`src/rtl/ped_signal_ctrl.sv`:
```
// Pedestrian WALK / flashing DON'T WALK controller slaved to the vehicle lamp FSM, with sticky illegal-lamp fault.
// Latency: WALK asserts on the same edge that samples vehicle green entry; all outputs decode registered state only.
// Backpressure: none; inputs are sampled every edge. Optional countdown display via `PED_COUNTDOWN_EN`.

// One crossing channel: request latch, DONT_WALK/WALK/FLASH FSM and its phase counter.
module ped_chan #(
    parameter int WALK_CYCLES  = 8,
    parameter int FLASH_CYCLES = 6
) (
    input  logic       clk,
    input  logic       rst,
    input  logic [2:0] light,
    input  logic       req,
    input  logic       force_off,
    output logic       walk,
    output logic       dont_walk,
    output logic [5:0] countdown,
    output logic       pend
);

    localparam logic [2:0] LAMP_RED    = 3'b100;
    localparam logic [2:0] LAMP_YELLOW = 3'b010;
    localparam logic [2:0] LAMP_GREEN  = 3'b001;

    typedef enum logic [1:0] {
        DONT_WALK = 2'd0,
        WALK      = 2'd1,
        FLASH     = 2'd2
    } state_t;

    state_t     state, state_nxt;
    logic [5:0] cnt, cnt_nxt;
    logic       pend_q, pend_nxt;
    logic [2:0] prev;
    logic       green_entry;

    // State, counter, request latch and previous-lamp registers.
    always_ff @(posedge clk or negedge rst) begin
        if (!rst) begin
            state  <= DONT_WALK;
            cnt    <= 6'd0;
            pend_q <= 1'b0;
            prev   <= LAMP_RED;
        end else begin
            state  <= state_nxt;
            cnt    <= cnt_nxt;
            pend_q <= pend_nxt;
            prev   <= light;
        end
    end

    // Next-state: serve a latched or same-edge request on green entry, shorten
    // WALK on yellow, abort on red; a fault overrides everything.
    always_comb begin
        state_nxt   = state;
        cnt_nxt     = cnt;
        pend_nxt    = pend_q;
        green_entry = (light == LAMP_GREEN) && (prev != LAMP_GREEN);

        case (state)
            DONT_WALK: begin
                if (green_entry && (pend_q || req)) begin
                    state_nxt = WALK;
                    cnt_nxt   = 6'(WALK_CYCLES - 1);
                    pend_nxt  = 1'b0;
                end else begin
                    pend_nxt  = pend_q | req;
                end
            end
            WALK: begin
                // Requests arriving while the crossing is already open are dropped.
                if (light == LAMP_RED) begin
                    state_nxt = DONT_WALK;
                    cnt_nxt   = 6'd0;
                end else if (light == LAMP_YELLOW || cnt == 6'd0) begin
                    state_nxt = FLASH;
                    cnt_nxt   = 6'(FLASH_CYCLES);
                end else begin
                    cnt_nxt   = cnt - 6'd1;
                end
            end
            FLASH: begin
                pend_nxt = pend_q | req;
                if (light == LAMP_RED || cnt == 6'd1) begin
                    state_nxt = DONT_WALK;
                    cnt_nxt   = 6'd0;
                end else begin
                    cnt_nxt   = cnt - 6'd1;
                end
            end
            default: begin
                state_nxt = DONT_WALK;
                cnt_nxt   = 6'd0;
            end
        endcase

        if (force_off) begin
            state_nxt = DONT_WALK;
            cnt_nxt   = 6'd0;
            pend_nxt  = 1'b0;
        end
    end

    // Lamp decode from registered state; the flashing lamp is lit on odd counts.
    always_comb begin
        walk      = 1'b0;
        dont_walk = 1'b1;
        countdown = 6'd0;
        pend      = pend_q;
        case (state)
            WALK: begin
                walk      = 1'b1;
                dont_walk = 1'b0;
            end
            FLASH: begin
                dont_walk = cnt[0];
`ifdef PED_COUNTDOWN_EN
                countdown = cnt;
`else
                countdown = 6'd0;
`endif
            end
            default: ;
        endcase
    end

endmodule

// Top: fault monitor over both lamp inputs plus one channel per axis.
module ped_signal_ctrl #(
    parameter int WALK_CYCLES  = 8,
    parameter int FLASH_CYCLES = 6
) (
    input  logic       clk,
    input  logic       rst,
    input  logic [2:0] light_ns,
    input  logic [2:0] light_ew,
    input  logic       ped_req_ns,
    input  logic       ped_req_ew,
    output logic       walk_ns,
    output logic       walk_ew,
    output logic       dont_walk_ns,
    output logic       dont_walk_ew,
    output logic [5:0] countdown_ns,
    output logic [5:0] countdown_ew,
    output logic       pend_ns,
    output logic       pend_ew,
    output logic       fault
);

    localparam logic [2:0] LAMP_RED    = 3'b100;
    localparam logic [2:0] LAMP_YELLOW = 3'b010;
    localparam logic [2:0] LAMP_GREEN  = 3'b001;

    logic illegal;
    logic fault_nxt;

    function automatic logic lamp_legal(input logic [2:0] l);
        return (l == LAMP_RED) || (l == LAMP_YELLOW) || (l == LAMP_GREEN);
    endfunction

    // Illegal when a lamp code is malformed or both axes show non-red together.
    always_comb begin
        illegal   = !lamp_legal(light_ns) || !lamp_legal(light_ew) ||
                    ((light_ns != LAMP_RED) && (light_ew != LAMP_RED));
        fault_nxt = fault | illegal;
    end

    // Sticky fault flag; only reset clears it.
    always_ff @(posedge clk or negedge rst) begin
        if (!rst) begin
            fault <= 1'b0;
        end else begin
            fault <= fault_nxt;
        end
    end

    // Channels are forced off on the same edge the fault is first seen.
    ped_chan #(
        .WALK_CYCLES (WALK_CYCLES),
        .FLASH_CYCLES(FLASH_CYCLES)
    ) u_ns (
        .clk      (clk),
        .rst      (rst),
        .light    (light_ns),
        .req      (ped_req_ns),
        .force_off(fault_nxt),
        .walk     (walk_ns),
        .dont_walk(dont_walk_ns),
        .countdown(countdown_ns),
        .pend     (pend_ns)
    );

    ped_chan #(
        .WALK_CYCLES (WALK_CYCLES),
        .FLASH_CYCLES(FLASH_CYCLES)
    ) u_ew (
        .clk      (clk),
        .rst      (rst),
        .light    (light_ew),
        .req      (ped_req_ew),
        .force_off(fault_nxt),
        .walk     (walk_ew),
        .dont_walk(dont_walk_ew),
        .countdown(countdown_ew),
        .pend     (pend_ew)
    );

endmodule

```
`config.mk`:
```
export PLATFORM = sky130hd
export DESIGN_NAME = ped_signal_ctrl
export DESIGN_NICKNAME = d
export VERILOG_FILES = /design/src/rtl/ped_signal_ctrl.sv
export SDC_FILE = /design/constraint.sdc
export NUM_CORES = 1
export LEC_CHECK = 0
export ABC_CLOCK_PERIOD_IN_PS = 5250
export BUFFER_PORTS_ARGS = -buffer_cell sky130_fd_sc_hd__buf_4
export CORE_MARGIN = 2
export CORE_UTILIZATION = 56
export DETAILED_ROUTE_END_ITERATION = 8
export GPL_TIMING_DRIVEN = 1
export PLACE_DENSITY_LB_ADDON = 0.05
export SYNTH_ARGS = -nofsm -noshare
export SYNTH_HDL_FRONTEND = slang
export SYNTH_SLANG_ARGS = --single-unit
```
`constraint.sdc`:
```
create_clock -name clk -period 5.25 [get_ports clk]
set_clock_uncertainty 0.1 [all_clocks]
set_input_delay 1.05 -clock clk [delete_from_list [all_inputs] [get_ports clk]]
set_output_delay 1.05 -clock clk [all_outputs]
set_load 0.005 [all_outputs]
```
Word level (Yosys, flattened, before mapping). Index checks and enable logic that the tools add are counted.

Flip-flop bits (word level): 25. Logic and storage cells: 97.

Bitwise gates (word level): 3. Multiplexer cells: 34. Reduce and logical (&&, ||, !) cells: 27. $add $sub $neg: 2. Eq/ne operators: 22.

Operator list (count): 6-bit 2-to-1 mux (10); 6-bit case mux with 3 select lines (2); 2-bit 2-to-1 mux (10); 6-bit by 1-bit == test with 1-bit output (second input constant) (2); 6-bit zero test (2); 1-bit logical OR (12); 3-bit by 2-bit != test with 1-bit output (second input constant) (4); 2-bit case mux with 3 select lines (2); 6-bit by 1-bit subtractor with 6-bit output (second input constant) (2); 4-bit by 3-bit != test with 1-bit output (second input constant) (2); 1-bit case mux with 2 select lines (4); 3-bit by 1-bit == test with 1-bit output (second input constant) (2); 3-bit by 2-bit == test with 1-bit output (second input constant) (2); 3-bit == test (second input constant) (2); 1-bit 2-to-1 mux (6); 3-bit by 1-bit != test with 1-bit output (second input constant) (2); 3-bit != test (second input constant) (2); 3-bit AND reduction (2); 3-bit nonzero test (2); 1-bit logical AND (5); 2-bit by 1-bit == test with 1-bit output (second input constant) (2); 2-bit == test (second input constant) (2); 2-bit zero test (2); 1-bit OR (3); 1-bit zero test (2).

Logic depth before layout (Yosys ltp).
Depth after elaboration: 9. Depth in mapped cells: 7.

Cells and area by module. A second synthesis with hierarchy kept.

Cells, all modules: 187. Area total of the unflattened synthesis: 1689.1 um2.

By module, submodules not included: ped_chan (cells each 89, times used 2, area an instance 802.0 um2); ped_signal_ctrl (cells each 9, times used 1, area an instance 85.1 um2).

Worst setup path after synthesis. No wires, ideal clock.

Path kind: input port to flip-flop. From: input port light_ew[1]. To: register u_ew.cnt[3]. Arrival: 2.246 ns. Required time: 5.086 ns. Slack: 2.840 ns. Path buffers: 0. Cell stages on the path: 5. Cell sequence: or3b_1 > a2bb2oi_1 > or3_4 > a211oi_1 > a21o_1.

Word-level cells in the longest chain between the ends: 8. Elaborated cells between the ends (all ways): 21.

RTL lines: start, declared (line 137) `input logic [2:0] light_ew,`; 3-bit == test / 3-bit by 2-bit == test with 1-bit output (equally long branches); 1-bit logical OR (2 in a row) (line 159) `return (l == LAMP_RED) || (l == LAMP_YELLOW) || (l == LAMP_GREEN);`; 1-bit zero test (line 164) `illegal = !lamp_legal(light_ns) || !lamp_legal(light_ew) ||`; 1-bit logical OR (2 in a row) (line 164); 1-bit OR (line 166) `fault_nxt = fault | illegal;`; 3-bit by 2-bit != test with 1-bit output (no source line) / 6-bit 2-to-1 mux (equally long branches); end signal, assigned (line 46) `cnt <= cnt_nxt;`; end, declared (line 32) `logic [5:0] cnt, cnt_nxt;`.

Parallel ways exist; a longest one is shown, timed or not. A chain may end at the register's enable or synchronous reset.

Worst setup path in the final report.
From: register u_ew.state[0]. To: output port dont_walk_ew.

Word-level cells in the longest chain between the ends: 2. Elaborated cells between the ends (all ways): 3.

RTL lines: start, declared (line 31) `state_t state, state_nxt;`; start signal, assigned (line 45) `state <= state_nxt;`; 2-bit == test / 2-bit by 1-bit == test with 1-bit output (equally long branches) (line 110) `case (state)`; 1-bit case mux with 2 select lines (*) (line 110); end, declared (line 143) `output logic dont_walk_ew,`.

Mark *: on every way between the ends. The rest lies on a longest branch, timed or not.

==> key figures <==
Logic synthesis
  – Synthesized area: 0.001650 sq mm
  – Synth Area per Inst: 8.873 sq um
  – Cell variety after synth: 46
  – Register area share after synthesis: 0.3806
  – Asr flop ratio synth: 1.000
  – Synth warnings: 0
  – EDFF count, synth: 0
  – Top_reg_cell synth: dfrtp_1
  – Synth Instances: 186
  – Yosys reg bits: 25

CTS
  – Post-CTS Setup Inserts: 0
  – Clock net sink count: 25
  – Post-CTS sizing: 0
  – Clk_lat worst skew: 0.32 ns
  – Quantity of hold-fixing buffers added after cts: 0
  – CTS buffer count: 3
  – H-tree depth: 1
  – CTS tree: built
  – Max Buffers Root-to-Sink: 2
  – CTS Root Buffer Type: clkbuf_4
  – Worst-path clk slew: 0.13 ns

Timing
  – Period minus WS final: 2.639 ns
  – RSZ-0062 raised after global routing: no
  – Final setup fails: 0
  – Fmax: 0.3790 GHz
  – Setup_tns: 0 ns
  – Worst-Margin Slew: 0.6412 ns
  – Final period util: 0.5026
  – Slew HR: 0.5692
  – Max Slew Vio Count: 0
  – Final hold vios: 0

Run
  – Maxcap violations: 0

Drt
  – DRT Pass-1 Iters: 4
  – Post-DRT Antenna Nets: 0
  – Vias/cell: 5.901
  – Mean routed wirelength per cell: 14.15 um
  – Residual DRC count: 0
  – Via count: 1375
  – Routed WL: 3.297 mm
  – DR iter-0 viols: 85

Critical path
  – Crit Path Category: reg2out
  – CP cell instances: inv_1, nor2_1, nor2_1, buf_4
  – Critical Path AT: 1.49 ns
  – Critical path's slowest cell: dfrtp_1
  – Worst endpoint required time: 4.10 ns
  – Critical path fanouts, max: 10
  – Largest stage delay on the critical path: 0.56 ns
  – Critical path startpoint category: flop
  – Critical path capture point type: output port
  – Crit path top cell by count: nor2_1

Place
  – # port buffers: 16
  – DPL Wire Length: 2.541 mm
  – Final Wtd Congestion: 0.8727
  – DP Cell Count: 229

Floorplanning
  – Chip width: 58.29 um
  – I/O pins: 29
  – Starting density of the core: 0.5933
  – DIE HEIGHT: 58.29 um
  – DIE AREA: 0.003397 sq mm
  – # rows: 19
  – Core ar.: 0.002781 sq mm

GRT
  – GRT Util Overall: 0.2146
  – Largest net degree at the start of global routing: 26
  – Number of global-route vias before repair: 1295
  – Grt ovf: 0
  – First-pass GRT wire length: 5.671 mm
  – Initial antenna violation count: 0

Finish
  – Proportion of layout cells with a drive suffix above 1: 0.1436
  – Multi-input logic area: 905.9 sq um
  – Antenna diodes: 0
  – Area delta synth->final: 7.354%
  – Final std cells w/o fill: 233
  – Nets: 219
  – Fillers: 243
  – Final core occ: 0.6370
  – FF+latch area: 628.1 sq um

Power
  – Pwr Total: 0.3080 mW
  – Peak supply drop: 0.1732 mV
  – LEAKAGE: 0.8652 nW
  – PwrDens: 173.8 mW/mm^2

Hold path
  – Worst hold path type: reg2reg

Status
  – Status: finished, final reports clean
-- worst paths after layout --
kind	from	endpoint	slack, ns	depth (start not counted)
max	u_ew.state[0]	dont_walk_ew	2.61	4
min reg2reg	u_ns.state[1]	u_ns.state[0]	0.46	1
max reg2reg	u_ew.cnt[3]	u_ew.cnt[1]	3.27	5
min	u_ns.state[1]	u_ns.state[0]	0.46	1
max in group asynchronous	rst	u_ew.prev[2]	4.27	1
min in group asynchronous	rst	u_ns.prev[1]	0.50	1
-- routing by layer --
layer	vias to the layer above	share of wire	wire length (um)	global-route usage
li1	682	-	-	-
met1	637	0.46	1502	0.2827
met2	52	0.47	1562	0.3435
met3	4	0.056	184	0.05134
met4	0	0.015	48	0.07641
met5	-	0	0	0
-- where the power goes --
group          internal, mW  switching, mW  leakage (nW)
clock                0.0298         0.0563        0.0150
sequential            0.195       0.000555         0.328
combinational       0.00980         0.0161         0.522
-- registers in the layout (all words and copies together) (netlist names), 2 cells and up --
signal / flops
u_ns.prev: 3
u_ns.cnt: 6
u_ew.prev: 3
u_ns.state: 2
u_ew.state: 2
u_ew.cnt: 6
-- cells by family after synthesis --
| kind of cell | share of synthesized area |
|---|---|
| mux | 0.006065 |
| other cells | 0.002272 |
| flops | 0.3806 |
| buf+inv | 0.09553 |
| compound gates | 0.2358 |
| simple gates | 0.2184 |
| fa+ha+maj | 0.04549 |
| xor+xnor | 0.01592 |
-- cells in the mapped netlist, drive strengths merged (2+ instances only) --
library cell   n  area, sq um
a2111oi        2        18.77
a211o          4        36.29
a211oi         9        67.56
a21o          10        75.07
a21oi         13        65.06
a31oi          2        12.51
buf           13        97.59
clkbuf         2        7.510
dfrtp         23        575.6
dfstp          2        52.55
ha             6        75.07
inv           14        52.55
nand2          9        33.78
nand2b         3        18.77
nand3          4        20.02
nor2          19        71.32
nor3          11        55.05
nor3b          5        42.54
nor4           3        33.78
o21ai          8        43.79
or3            3        23.77
or3b           2        17.52
xor2           3        26.28
-- layout make-up --
| class | instances | share of cell area |
|---|---|---|
| inverters | 14 | 0.02966 |
| repair buffers | 16 | 0.06780 |
| well taps | 31 | 0.02189 |
| clock buffers | 4 | 0.01483 |
| flip-flops and latches | 25 | 0.3545 |
| multi-input cells | 143 | 0.5113 |
-- placed cells by master, fill, tap and decap left out, types with 3 or more instances in the layout --
| cell type | synthesis | routed |
|---|---|---|
| nor3_1 | 11 | 11 |
| clkbuf_4 | 0 | 3 |
| xor2_1 | 3 | 3 |
| a211o_1 | 3 | 3 |
| buf_4 | 13 | 16 |
| dfrtp_1 | 23 | 23 |
| a211oi_1 | 9 | 9 |
| inv_1 | 14 | 14 |
| conb_1 | 1 | 12 |
| nand2b_1 | 3 | 3 |
| nor3b_1 | 4 | 4 |
| a21o_1 | 10 | 10 |
| ha_1 | 6 | 6 |
| a21oi_1 | 13 | 13 |
| o21ai_0 | 7 | 7 |
| nand2_1 | 9 | 9 |
| nand3_1 | 4 | 4 |
| nor2_1 | 19 | 19 |
-- critical path: cells and delay by family, from the launching register on --
| family | cells | cell delay (ns) |
|---|---|---|
| simple gates | 2 | 0.37 |
| buf+inv | 2 | 0.23 |
| flops | 1 | 0.56 |
-- through the flow --
stage                     cell area, sq um  hold WS (ns)  setup slack, ns
after global placement                1745        0.4236            2.501
after CTS                             1772        0.4620            2.614
after floorplan                       1692        0.3956            2.840
after detailed placement              1745        0.4436            2.387
after global routing                  1772        0.4922            2.466
final                                 1772        0.4565            2.611
No activity file was read; power rests on OpenSTA's default activity.
